### config.mk
export PLATFORM = sky130hd
export DESIGN_NAME = cdb_arbiter
export DESIGN_NICKNAME = d
export VERILOG_FILES = /design/src/rtl/cdb_arbiter.sv
export SDC_FILE = /design/constraint.sdc
export NUM_CORES = 1
export LEC_CHECK = 0
export ABC_AREA = 0
export CAP_MARGIN = 10
export CELL_PAD_IN_SITES_DETAIL_PLACEMENT = 1
export CELL_PAD_IN_SITES_GLOBAL_PLACEMENT = 1
export CORE_MARGIN = 10
export CORE_UTILIZATION = 54
export CTS_CLUSTER_SIZE = 16
export DETAILED_ROUTE_END_ITERATION = 10
export PLACE_DENSITY = 0.82
export SLEW_MARGIN = 10
export SYNTH_ARGS = -nofsm -noshare
export SYNTH_HDL_FRONTEND = slang
export SYNTH_SLANG_ARGS = --single-unit
### constraint.sdc
create_clock -name clk -period 8.1 [get_ports clk]
set_input_delay 1.62 -clock clk [delete_from_list [all_inputs] [get_ports clk]]
set_output_delay 1.62 -clock clk [all_outputs]
set_load 0.02 [all_outputs]
### src/rtl/cdb_arbiter.sv
// Common-data-bus arbiter: merges ALU and store/load-buffer results onto one
// registered broadcast bus. Each source feeds a small FIFO; one head is popped
// per cycle, round-robin between the sources. A ROB exception flushes both
// FIFOs and silences the bus.
module cdb_arbiter #(
    parameter int FifoDepth = 4,
    parameter int PtrLength = 1
) (
    input  logic        clk,
    input  logic        rst,
    input  logic        is_exception_from_rob,
    input  logic        is_finish_from_alu,
    input  logic [31:0] pc_from_alu,
    input  logic [31:0] data_from_alu,
    input  logic [31:0] jpc_from_alu,
    input  logic        is_finish_from_slb,
    input  logic [31:0] pc_from_slb,
    input  logic [31:0] data_from_slb,
    output logic        is_stall_to_alu,
    output logic        is_stall_to_slb,
    output logic        cdb_valid,
    output logic [31:0] cdb_pc,
    output logic [31:0] cdb_data,
    output logic [31:0] cdb_jpc,
    output logic        cdb_from_slb
);

    localparam int PtrW   = PtrLength + 1;
    localparam int CntW   = PtrLength + 2;
    localparam int EntryW = 96;

    // Source index 0 is the ALU, index 1 is the SLB.
    logic [1:0]             src_finish;
    logic [1:0][EntryW-1:0] src_entry;
    logic [1:0]             stall;
    logic [1:0]             push;
    logic [1:0]             pop;
    logic [1:0]             not_empty;
    logic [1:0][EntryW-1:0] head;
    logic                   grant_valid;
    logic                   grant_src;
    logic                   last_grant_reg;

    assign src_finish   = {is_finish_from_slb, is_finish_from_alu};
    assign src_entry[0] = {pc_from_alu, data_from_alu, jpc_from_alu};
    // Loads/stores never redirect, so their next-pc is simply pc+4.
    assign src_entry[1] = {pc_from_slb, data_from_slb, pc_from_slb + 32'd4};

    assign is_stall_to_alu = stall[0];
    assign is_stall_to_slb = stall[1];

    generate
        for (genvar gi = 0; gi < 2; gi++) begin : g_src
            logic [EntryW-1:0] mem [FifoDepth];
            logic [PtrW-1:0]   wr_ptr_reg;
            logic [PtrW-1:0]   rd_ptr_reg;
            logic [CntW-1:0]   count_reg;

            // Stall depends only on the registered count: a full FIFO refuses
            // a push even when the same edge pops it.
            assign stall[gi]     = (count_reg == CntW'(FifoDepth));
            assign not_empty[gi] = (count_reg != '0);
            assign push[gi]      = src_finish[gi] && !stall[gi] && !is_exception_from_rob;
            assign pop[gi]       = grant_valid && !is_exception_from_rob && (grant_src == 1'(gi));
            assign head[gi]      = mem[rd_ptr_reg];

            // Entry storage; no reset needed since count gates every read.
            always_ff @(posedge clk) begin
                if (push[gi]) begin
                    mem[wr_ptr_reg] <= src_entry[gi];
                end
            end

            // Pointer and occupancy bookkeeping; flush empties the FIFO.
            always_ff @(posedge clk or negedge rst) begin
                if (!rst) begin
                    wr_ptr_reg <= '0;
                    rd_ptr_reg <= '0;
                    count_reg  <= '0;
                end else if (is_exception_from_rob) begin
                    wr_ptr_reg <= '0;
                    rd_ptr_reg <= '0;
                    count_reg  <= '0;
                end else begin
                    if (push[gi]) begin
                        wr_ptr_reg <= wr_ptr_reg + PtrW'(1);
                    end
                    if (pop[gi]) begin
                        rd_ptr_reg <= rd_ptr_reg + PtrW'(1);
                    end
                    case ({push[gi], pop[gi]})
                        2'b10:   count_reg <= count_reg + CntW'(1);
                        2'b01:   count_reg <= count_reg - CntW'(1);
                        default: count_reg <= count_reg;
                    endcase
                end
            end
        end
    endgenerate

    // Round-robin pick: on contention the source not granted last time wins.
    always_comb begin
        grant_valid = 1'b0;
        grant_src   = 1'b0;
        if (not_empty[0] && not_empty[1]) begin
            grant_valid = 1'b1;
            grant_src   = ~last_grant_reg;
        end else if (not_empty[0]) begin
            grant_valid = 1'b1;
            grant_src   = 1'b0;
        end else if (not_empty[1]) begin
            grant_valid = 1'b1;
            grant_src   = 1'b1;
        end
    end

    // Registered broadcast bus; payload holds when idle, valid pulses per grant.
    always_ff @(posedge clk or negedge rst) begin
        if (!rst) begin
            cdb_valid      <= 1'b0;
            cdb_pc         <= '0;
            cdb_data       <= '0;
            cdb_jpc        <= '0;
            cdb_from_slb   <= 1'b0;
            last_grant_reg <= 1'b1;
        end else if (is_exception_from_rob) begin
            cdb_valid      <= 1'b0;
            last_grant_reg <= 1'b1;
        end else if (grant_valid) begin
            cdb_valid                   <= 1'b1;
            {cdb_pc, cdb_data, cdb_jpc} <= head[grant_src];
            cdb_from_slb                <= grant_src;
            last_grant_reg              <= grant_src;
        end else begin
            cdb_valid <= 1'b0;
        end
    end

endmodule

== Word level (Yosys, flattened, before mapping) ==
Memory sizes are Yosys's and may differ from the RTL's.
Index checks and enable logic that the tools add are counted.
Word-level totals
  input bits: 165
  output and inout port bits: 100
  memories: 2
  bits in writable memories: 768
  flip-flop bits (word level): 113
  word-level logic and storage cells: 81
Operators by class
  reduce and logical (&&, ||, !) cells: 21
  add/subtract/negate cells: 9
  bitwise gates (word level): 3
  equal/unequal tests: 6
  magnitude comparators: 1
  mux-type cells: 27
Memories
  g_src[0].mem: words 4, width 96, read ports 1, clocked after memory_dff 0, write ports 1, line 54  | logic [EntryW-1:0] mem [FifoDepth];
  g_src[1].mem: words 4, width 96, read ports 1, clocked after memory_dff 0, write ports 1, line 54
Operator list (count)
  96-bit two-way mux: 2
  32-bit by 3-bit adder with 32-bit output (second input constant): 1
  2-bit two-way mux: 8
  1-bit two-way mux: 13
  3-bit one-hot mux with 2 select lines: 2
  3-bit nonzero test: 4
  2-bit nonzero test: 5
  2-bit by 1-bit adder with 2-bit output (second input constant): 4
  1-bit logical AND: 8
  3-bit by 1-bit adder with 3-bit output (second input constant): 2
  3-bit == test (second input constant): 2
  3-bit two-way mux: 2
  3-bit by 1-bit subtractor with 3-bit output (second input constant): 2
  2-bit by 1-bit == test with 1-bit output (second input constant): 2
  2-bit == test (second input constant): 2
  1-bit zero test: 3
  1-bit inverter: 3
  1-bit by 2-bit < comparator with 1-bit output (second input constant): 1
  2-bit AND reduction: 1

== Longest topological paths before layout ==
Gate-level depths: netlist of the first run.
  depth after elaboration: 9
  depth in mapped cells: 9
  mapped depth without buffers: 8

== Least setup slack after synthesis of the first run ==
No wires, ideal clock.
  path type: input to register
  start: in is_exception_from_rob
  end: mem g_src[0].mem[0][0] (enable)
  setup time: 466 ps
  required time: 7634 ps
  stages: 4
  data arrival time: 4407 ps
  path buffers: 2
  setup slack: 3227 ps
  cell sequence: clkbuf_1 -> clkbuf_1 -> nor2_1 -> and2_1
On the way
  longest elaborated chain between the ends: 4
Ends and longest elaborated chain
  start: declaration: line 11  | input logic is_exception_from_rob,
  1-bit zero test: line 63  | assign push[gi] = src_finish[gi] && !stall[gi] && !is_exception_from_rob;
  1-bit logical AND: line 63
  1-bit two-way mux: line 69  | if (push[gi]) begin
  1-bit two-way mux (implied by the code): line 70  | mem[wr_ptr_reg] <= src_entry[gi];
  end: declaration: line 54
No other way between the ends.

== Final worst setup path of the first run ==
  start: in is_finish_from_slb
  end: mem g_src[1].mem[0][80] (enable)
On the way
  longest elaborated chain between the ends: 4
Ends and longest elaborated chain
  start: declaration: line 16  | input logic is_finish_from_slb,
  1-bit logical AND (2 in a row): line 63
  1-bit two-way mux: line 69
  1-bit two-way mux (implied by the code): line 70
  end: declaration: line 54
No other way between the ends.

==> results.sh, run 1 <==
export IMPL_status="finished clean"
export IMPL_ys_flop_type="edfxtp_1"
export IMPL_syn2layout_area_growth_pct=18.4
export IMPL_vias=17800
export IMPL_overflow=0
export IMPL_worstSetupPathType="in2reg"
export IMPL_totalWireLength_um=89800
export IMPL_ctsHoldBuffers=0
export IMPL_setup_tns_ns=0
export IMPL_hold_class="reg2reg"
export IMPL_synth_most_common_cell="edfxtp_1"
export IMPL_clockRootBuffer="clkbuf_16"
export IMPL_cts_tree="built"
export IMPL_r2r_cells=5
export IMPL_clkTransAtPathRegs_ns=0.06
export IMPL_drtIter0Drc=1828
export IMPL_drtAntennaViolNets=0
export IMPL_hold_violations=0
export IMPL_cp_arrival_ns=4.31
export IMPL_grt_first_pass_wirelength_um=133000
export IMPL_min_delay_start="cdb_jpc[1]"
export IMPL_holdPathEnd="cdb_jpc[1]"
export IMPL_worst_setup_path_end_kind="flop"
export IMPL_yosysWarnings=0
export IMPL_setup_viol=0
export IMPL_synth_area_leaders="edfxtp_1, mux4_2, dfrtp_1"
export IMPL_largest_register="g_src.mem"
export IMPL_ir_drop_uv=240
export IMPL_synth_cells=1709
export IMPL_fmax_mhz=246
export IMPL_synth_seq_cells=873
export IMPL_antenna_found_initial=6
export IMPL_cts_sinks=873
export IMPL_firstDrtPassIters=5
export IMPL_drv_cap=0
export IMPL_min_path_cells=2
export IMPL_nNetsFinal=2167
export IMPL_track_usage_pct=25.1
export IMPL_syn_area_per_cell_um2=19.5
export IMPL_netlist_top_cells_count="edfxtp_1, nand2_1, mux4_2, dfrtp_1, nor2_1"
export IMPL_startpoint_type="input pin"
export IMPL_core_rowCount=91
export IMPL_dieArea_um2=72100
export IMPL_synth_area_leader_cell="edfxtp_1"
export IMPL_grt_pass1_vias=19300
export IMPL_tightest_slew_ns=1.15
export IMPL_slew_violations=0
export IMPL_synth_fp_nets=1885
export IMPL_rsz0062_at_grt="false"
export IMPL_r2r_slack_ns=4.82
export IMPL_fp_dieH_um=268
export IMPL_place_gp_congestion=0.793
export IMPL_viasPerCell=6.22
export IMPL_crit_path_max_fanout=49
export IMPL_reg2reg_from="g_src[0].count_reg[1]"
export IMPL_drc=0
export IMPL_drive_above_1_share_pct=17.4
export IMPL_slew_headroom_pct=23.1
export IMPL_ios=265
export IMPL_port_buffers=264
export IMPL_start_util_pct=54.3
export IMPL_postSynth_asyncResetShare_pct=12.9
export IMPL_largest_reg_flops=760
export IMPL_synth_edf_count=760
export IMPL_synth_area_um2=33300
export IMPL_powerDensity_nw_per_um2=341
export IMPL_clk_insertion_delay_late_ns=0.64
export IMPL_synthDistinctLibCells=53
export IMPL_r2r_end="cdb_data[17]"
export IMPL_power_total_mw=13.5
export IMPL_fp_dieW_um=268
export IMPL_ctsLongestPathBuffers=3
export IMPL_leakage_nw=12.9
export IMPL_grt_max_degree=151
export IMPL_fin_crit_ns=4.06
export IMPL_h_tree_depth=3
export IMPL_post_cts_setup_buffers=0
export IMPL_core_um2=61400
export IMPL_hpwl_um=54900
export IMPL_wl_per_cell_um=31.4
export IMPL_cts_resized=0
export IMPL_nFillCells=5043
export IMPL_yosysSeqAreaShare_pct=76.9
export IMPL_cts_made_buffers=87
export IMPL_cp_required_ns=8.35
export IMPL_skew_ns=0.0248
export IMPL_min_period_over_period_pct=50.1
export IMPL_synth_top_area_share_pct=68.4
[area by class of cell]
class | count | area (um2) | area share (%)
inverters | 10 | 37.5 | 0.0951
clock buffers | 128 | 2450 | 6.21
diodes | 1 | 2.50 | 0.00634
repair buffers | 284 | 2810 | 7.11
well taps | 790 | 988 | 2.50
flip-flops and latches | 873 | 25700 | 65.0
clock inverters | 36 | 289 | 0.732
multi-input cells | 735 | 7230 | 18.3
[layer usage]
metal / track usage, % / vias to the layer above / routed length (um)
li1: - / 7353 / -
met1: 33.4 / 9482 / 34700
met2: 42.7 / 810 / 46200
met3: 4.66 / 120 / 7070
met4: 5.98 / 10 / 1720
met5: 0 / - / 69
[layout by cell type, fill, tap and decap left out, types with 4 or more instances in the layout]
cell             netlist  final
ha_1                   9      9
nor2_1               112    112
buf_4                 13     19
a21oi_1                8      8
dfrtp_4                0      4
nand2_1              191    191
xnor2_1               27     27
clkbuf_8               0     10
dfrtp_1              112    108
nand3_1               15     15
clkinv_2               0     16
a31oi_1               93     93
clkdlybuf4s50_1        0    263
and2_4                 0      8
and4_1                 7      7
clkbuf_16              0     88
and3_1                 6      6
edfxtp_1             760    760
nor3_1                 5      5
nand2b_1               6      6
clkinv_1               0      8
mux4_2               190    190
clkbuf_1              27     30
xor2_1                 9      9
inv_1                 10     10
nand4_1               10     10
[worst max-delay path, cell delays in order]
cell and delay, ns:
clkdlybuf4s50_1 0.51, inv_1 0.13, a21o_1 0.24, nor2_1 0.28, and2_4 0.74, buf_4 0.70
[worst max path at each step]
stage                                to  slack (ns)                  start  depth (start not counted)
floorplan            g_src[0].mem[0][0]        3.23  is_exception_from_rob                          4
global placement     g_src[0].mem[0][4]        3.54     is_finish_from_alu                          5
detailed placement  g_src[1].mem[0][63]        3.41     is_finish_from_slb                          6
CTS                 g_src[0].mem[2][83]        4.03     is_finish_from_alu                          5
global route        g_src[1].mem[0][18]        3.90     is_finish_from_slb                          6
finish              g_src[1].mem[0][80]        4.04     is_finish_from_slb                          6
[per-stage QoR]
stage	setup slack [ns]	instance area (um2)	hold slack, ns	utilization (%)	std cells
floorplan	3.23	33300	0.542	-	1709
global placement	3.54	36700	0.511	59.8	2692
detailed placement	3.41	36700	0.539	59.8	2692
CTS	4.03	39500	0.557	64.3	2856
global route	3.90	39500	0.586	64.3	2857
finish	4.04	39500	0.549	64.3	2857
[cells by family after synthesis]
group	Yosys count	synth area share (%)
flops	873	76.9
simple gates	377	4.90
mux	195	13.0
compound gates	116	2.29
buf+inv	101	1.49
xor+xnor	36	0.946
fa+ha+maj	11	0.458
[where the power goes]
group	switching (mW)	internal (mW)
Combinational	2.23	1.50
Clock	1.72	2.18
Sequential	0.388	5.44
Total	4.33	9.13
Note: power is estimated with default switching activity, not from simulation.
==> run 2: changes to the inputs <==
--- a/config.mk
+++ b/config.mk
@@ -10,10 +10,10 @@
 export CELL_PAD_IN_SITES_DETAIL_PLACEMENT = 1
 export CELL_PAD_IN_SITES_GLOBAL_PLACEMENT = 1
 export CORE_MARGIN = 10
-export CORE_UTILIZATION = 54
+export CORE_UTILIZATION = 50
 export CTS_CLUSTER_SIZE = 16
 export DETAILED_ROUTE_END_ITERATION = 10
-export PLACE_DENSITY = 0.82
+export PLACE_DENSITY = 0.77
 export SLEW_MARGIN = 10
 export SYNTH_ARGS = -nofsm -noshare
 export SYNTH_HDL_FRONTEND = slang
==> constraint.sdc (replaced) <==
create_clock -name clk -period 4.2 [get_ports clk]
set_input_delay 0.84 -clock clk [delete_from_list [all_inputs] [get_ports clk]]
set_output_delay 0.84 -clock clk [all_outputs]
set_load 0.02 [all_outputs]
==> run 2 against run 1 <==
Effect of this change: die area grew 7.4%; clock power grew 110%; cell count is 3.4% higher; utilization down 3.3 points; global-route usage down 3.2 points; sequential share of layout area is 1.3 points lower; clock-buffer cell count down 4; sequential cell count is the same; clock skew fell by 0.0012 ns; critical path depth shrank 3; sequential power up 92%; first-iteration DRC count shrank 14%; critical path type is now reg2out; largest power group unchanged; highest routed layer unchanged.
==> results.sh, run 2 (synthesized netlist as in run 1, its figures left out) <==
export IMPL_status="finished clean"
export IMPL_drc=0
export IMPL_setup_tns_ns=0
export IMPL_worst_setup_path_end_kind="output pin"
export IMPL_fin_area_um2=40300
export IMPL_timing_hold_ws_ns=0.194
export IMPL_dpl_cell_area_um2=37200
export IMPL_drtAntennaViolNets=0
export IMPL_drive_above_1_share_pct=18.2
export IMPL_slew_headroom_pct=48.8
export IMPL_tightest_slew_ns=0.768
export IMPL_track_usage_pct=21.9
export IMPL_cp_arrival_ns=2.35
export IMPL_cp_required_ns=3.36
export IMPL_startpoint_type="flop"
export IMPL_ios=265
export IMPL_antenna_found_initial=12
export IMPL_port_buffers=264
export IMPL_largest_register="g_src.mem"
export IMPL_vias=17300
export IMPL_p_comb_share_pct=27.1
export IMPL_worstSetupPathType="reg2out"
export IMPL_stdcell_count=2955
export IMPL_clkTransAtPathRegs_ns=0.06
export IMPL_cts_sinks=873
export IMPL_totalWireLength_um=84600
export IMPL_p_sw_share_pct=30.8
export IMPL_firstDrtPassIters=5
export IMPL_ir_drop_uv=515
export IMPL_place_gp_congestion=0.747
export IMPL_rsz0062_at_grt="false"
export IMPL_dieArea_um2=77400
export IMPL_hpwl_um=53400
export IMPL_viasPerCell=5.87
export IMPL_ctsHoldBuffers=0
export IMPL_overflow=0
export IMPL_grt_first_pass_wirelength_um=126000
export IMPL_ctsLongestPathBuffers=3
export IMPL_largest_reg_flops=760
export IMPL_utilization_pct=61.0
export IMPL_fmax_mhz=314
export IMPL_post_cts_setup_buffers=0
export IMPL_syn2layout_area_growth_pct=20.8
export IMPL_p_clk_share_pct=30.7
export IMPL_powerDensity_nw_per_um2=657
export IMPL_wl_per_cell_um=28.6
export IMPL_clockRootBuffer="clkbuf_16"
export IMPL_drtIter0Drc=1579
export IMPL_fin_crit_ns=3.19
export IMPL_start_util_pct=50.5
export IMPL_p_switching_mw=8.15
export IMPL_cts_made_buffers=89
export IMPL_fp_dieH_um=278
export IMPL_grt_pass1_vias=19100
export IMPL_mostFrequentLayoutCells="edfxtp_1, clkdlybuf4s50_1, nand2_1"
export IMPL_hold_violations=0
export IMPL_hold_class="in2async"
export IMPL_cts_tree="built"
export IMPL_placed_cells=2785
export IMPL_min_period_over_period_pct=75.9
export IMPL_fp_dieW_um=278
export IMPL_grt_max_degree=109
export IMPL_h_tree_depth=3
export IMPL_leakage_nw=13.2
export IMPL_r2r_slack_ns=1.22
export IMPL_setup_viol=0
export IMPL_nNetsFinal=2188
export IMPL_layout_commonest_cell="edfxtp_1"
export IMPL_cts_resized=0
export IMPL_core_um2=66000
export IMPL_clk_insertion_delay_late_ns=0.65
export IMPL_crit_path_max_fanout=6
export IMPL_skew_ns=0.0236
export IMPL_p_int_mw=18.3
export IMPL_core_rowCount=94
export IMPL_drv_cap=0
export IMPL_power_share_sequential_pct=42.2
export IMPL_slew_violations=0
[run 2: changes by cell type in the layout (fill, tap and decap cells not counted), sizes merged]
cell,previous run,this run
buf,21,40
bufinv,2,10
clkbuf,128,124
clkinv,27,29
clkinvlp,1,3
diode,1,3
inv,16,11
[run 2: cell type report]
type,instances,area (um2)
multi-input combinational,735,7230
clock inverter,43,499
inverter,10,37.5
timing repair buffer,303,3220
fill,5578,25700
antenna,3,7.51
sequential,873,25700
tap,864,1080
clock buffer,124,2520
[run 2: layer usage]
layer	up-vias	track usage [%]	routed length, um
li1	7404	-	-
met1	9212	27.3	33400
met2	554	37.9	43600
met3	148	5.27	5840
met4	22	6.09	1670
met5	-	0	135
[run 2: worst paths after layout]
path | start | end | cells past startpoint
setup / recovery | g_src[1].count_reg[1] | is_stall_to_slb | 3
hold / removal | rst | cdb_data[24] | 1
setup reg to reg | g_src[0].count_reg[1] | g_src[1].count_reg[2] | 8
hold reg to reg | cdb_jpc[1] | cdb_jpc[1] | 2
max in group asynchronous | rst | cdb_pc[28] | 2
min in group clk | cdb_jpc[1] | cdb_jpc[1] | 2
[run 2: critical path, stage by stage (launching register included)]
cell and delay, ns:
dfrtp_1 0.46, nor2_1 0.37, and2_1 0.26, clkdlybuf4s50_1 0.63
[run 2: power groups by stage]
stage                     sequential (mW)  combinational, mW  clock, mW
after floorplan                      11.6               3.93          0
after global placement               11.3               7.06          0
after detailed placement             11.3               7.27          0
after CTS                            11.2               7.34       8.27
after global routing                 11.3               7.77       8.65
final                                11.2               7.18       8.12
[run 2: per-stage QoR]
step                      power [mW]  worst slack [ns]
after floorplan                 15.5             0.107
after global placement          18.3             0.965
after detailed placement        18.6             0.927
after CTS                       26.8             0.980
after global routing            27.7             0.928
final                           26.5              1.01
==> run 3: changes to the inputs <==
==> constraint.sdc (replaced) <==
create_clock -name clk -period 3.3 [get_ports clk]
set_input_delay 0.66 -clock clk [delete_from_list [all_inputs] [get_ports clk]]
set_output_delay 0.66 -clock clk [all_outputs]
set_load 0.02 [all_outputs]
==> run 3 against run 2 <==
Effect of this change: register-to-register slack got worse by 0.34 ns; clock power rose by 23%; sequential share of layout area fell by 0.13 points; critical path type unchanged.
==> results.sh, run 3 (synthesized netlist as in run 1, its figures left out) <==
export IMPL_leakage_nw=13.3
export IMPL_firstDrtPassIters=5
export IMPL_slew_headroom_pct=48.4
export IMPL_slew_violations=0
export IMPL_grt_first_pass_wirelength_um=127000
export IMPL_drtAntennaViolNets=0
export IMPL_rsz0062_at_grt="false"
export IMPL_nFillCells=5612
export IMPL_register_area_um2=25700
export IMPL_critical_path_slowest_cell="clkdlybuf4s50_1"
export IMPL_ctsLongestPathBuffers=3
export IMPL_min_period_over_period_pct=90.7
export IMPL_clk_insertion_delay_late_ns=0.63
export IMPL_worstPathCellList="nor2_1, and2_1, clkdlybuf4s50_1"
export IMPL_syn2layout_area_growth_pct=21.0
export IMPL_dieArea_um2=77400
export IMPL_powerDensity_nw_per_um2=831
export IMPL_setup_viol=0
export IMPL_ctsHoldBuffers=1
export IMPL_startpoint="g_src[1].count_reg[1]"
export IMPL_fp_dieH_um=278
export IMPL_multi_input_area_um2=7230
export IMPL_viasPerCell=5.87
export IMPL_hold_violations=0
export IMPL_totalWireLength_um=84800
export IMPL_nNetsFinal=2202
export IMPL_post_cts_setup_buffers=0
export IMPL_core_rowCount=94
export IMPL_largest_register="g_src.mem"
export IMPL_drive_above_1_share_pct=19.0
export IMPL_crit_path_max_fanout=6
export IMPL_fmax_mhz=334
export IMPL_wl_met1_um=33000
export IMPL_fp_dieW_um=278
export IMPL_startpoint_type="flop"
export IMPL_layout_commonest_cell="edfxtp_1"
export IMPL_vias=17400
export IMPL_cts_tree="built"
export IMPL_start_util_pct=50.5
export IMPL_routed_top_layer="met5"
export IMPL_hold_class="in2async"
export IMPL_drv_cap=0
export IMPL_h_tree_depth=3
export IMPL_ir_drop_uv=663
export IMPL_mostFrequentLayoutCells="edfxtp_1, clkdlybuf4s50_1, nand2_1"
export IMPL_reg2reg_from="g_src[1].count_reg[1]"
export IMPL_grt_max_degree=99
export IMPL_cts_sinks=873
export IMPL_antenna_found_initial=10
export IMPL_utilization_pct=61.1
export IMPL_wl_per_cell_um=28.6
export IMPL_slowest_delay_ns=0.65
export IMPL_setup_tns_ns=0
export IMPL_track_usage_pct=21.9
export IMPL_clkTransAtPathRegs_ns=0.06
export IMPL_worst_path_buf_inv=1
export IMPL_cp_top_family="buffers and inverters"
export IMPL_clockRootBuffer="clkbuf_16"
export IMPL_worstSetupPathType="reg2out"
export IMPL_r2r_slack_ns=0.88
export IMPL_port_buffers=264
export IMPL_wl_met2_um=43900
export IMPL_cts_made_buffers=89
export IMPL_cts_resized=0
export IMPL_cp_required_ns=2.64
export IMPL_core_um2=66000
export IMPL_tightest_slew_ns=0.770
export IMPL_drtIter0Drc=1580
export IMPL_grt_pass1_vias=19400
export IMPL_skew_ns=0.0238
export IMPL_worst_setup_path_end_kind="output pin"
export IMPL_hpwl_um=52900
export IMPL_ios=265
export IMPL_place_gp_congestion=0.741
export IMPL_largest_reg_flops=760
export IMPL_overflow=0
export IMPL_status="finished clean"
export IMPL_fin_crit_ns=2.99
export IMPL_wl_met3_um=5900
export IMPL_drc=0
export IMPL_cp_arrival_ns=2.33
-- run 3: changes by cell type in the layout (fill, tap and decap cells not counted), sizes merged --
cell | before | now
buf | 40 | 53
clkinv | 29 | 35
clkbuf | 124 | 120
bufinv | 10 | 7
dlygate4sd3 | 0 | 1
inv | 11 | 12
-- run 3: power by group --
part / switching [mW] / internal [mW] / leakage, nW
registers: 0.921 / 13.3 / 8.18
logic: 5.31 / 3.93 / 3.64
clock network: 4.16 / 5.88 / 1.44
total: 10.4 / 23.1 / 13.3
-- run 3: worst paths after layout --
kind	to	cells after the start
setup / recovery	is_stall_to_slb	3
hold / removal	cdb_data[23]	2
setup reg to reg	g_src[0].count_reg[2]	7
hold reg to reg	cdb_pc[1]	2
max in group asynchronous	cdb_pc[31]	3
min in group clk	cdb_pc[1]	2
-- run 3: worst reg2reg max path, stage by stage (launching register included) --
cell	delay (ns)
dfrtp_1	0.45
nor3_2	0.68
o221ai_1	0.32
nor2_1	0.20
fa_1	0.23
nor2b_1	0.20
o311ai_0	0.17
o2111ai_1	0.11
-- run 3: routing by layer --
metal,global-route usage (%),up-vias
met5,0,-
met3,4.83,134
met4,6.41,16
li1,-,7423
met1,27.5,9268
met2,37.8,596
-- run 3: cell type report --
class | instances | share of cell area, %
Sequential cell | 873 | 63.6
Timing Repair Buffer | 317 | 8.44
Multi-Input combinational cell | 735 | 17.9
Clock buffer | 120 | 6.22
Antenna cell | 3 | 0.0186
Clock inverter | 47 | 1.02
Tap cell | 864 | 2.68
Inverter | 10 | 0.0930
-- run 3: through the flow --
step                cell area (um2)  power, mW  hold WS (ns)  cells  setup slack (ns)
global route                  40300       35.1         0.517   2968             0.201
detailed placement            37400       23.8         0.536   2798             0.171
finish                        40300       33.5         0.496   2969             0.307
floorplan                     33400       19.8         0.364   1709             0.453
CTS                           40300       33.9         0.487   2966             0.257
global placement              37400       23.4         0.506   2798             0.332
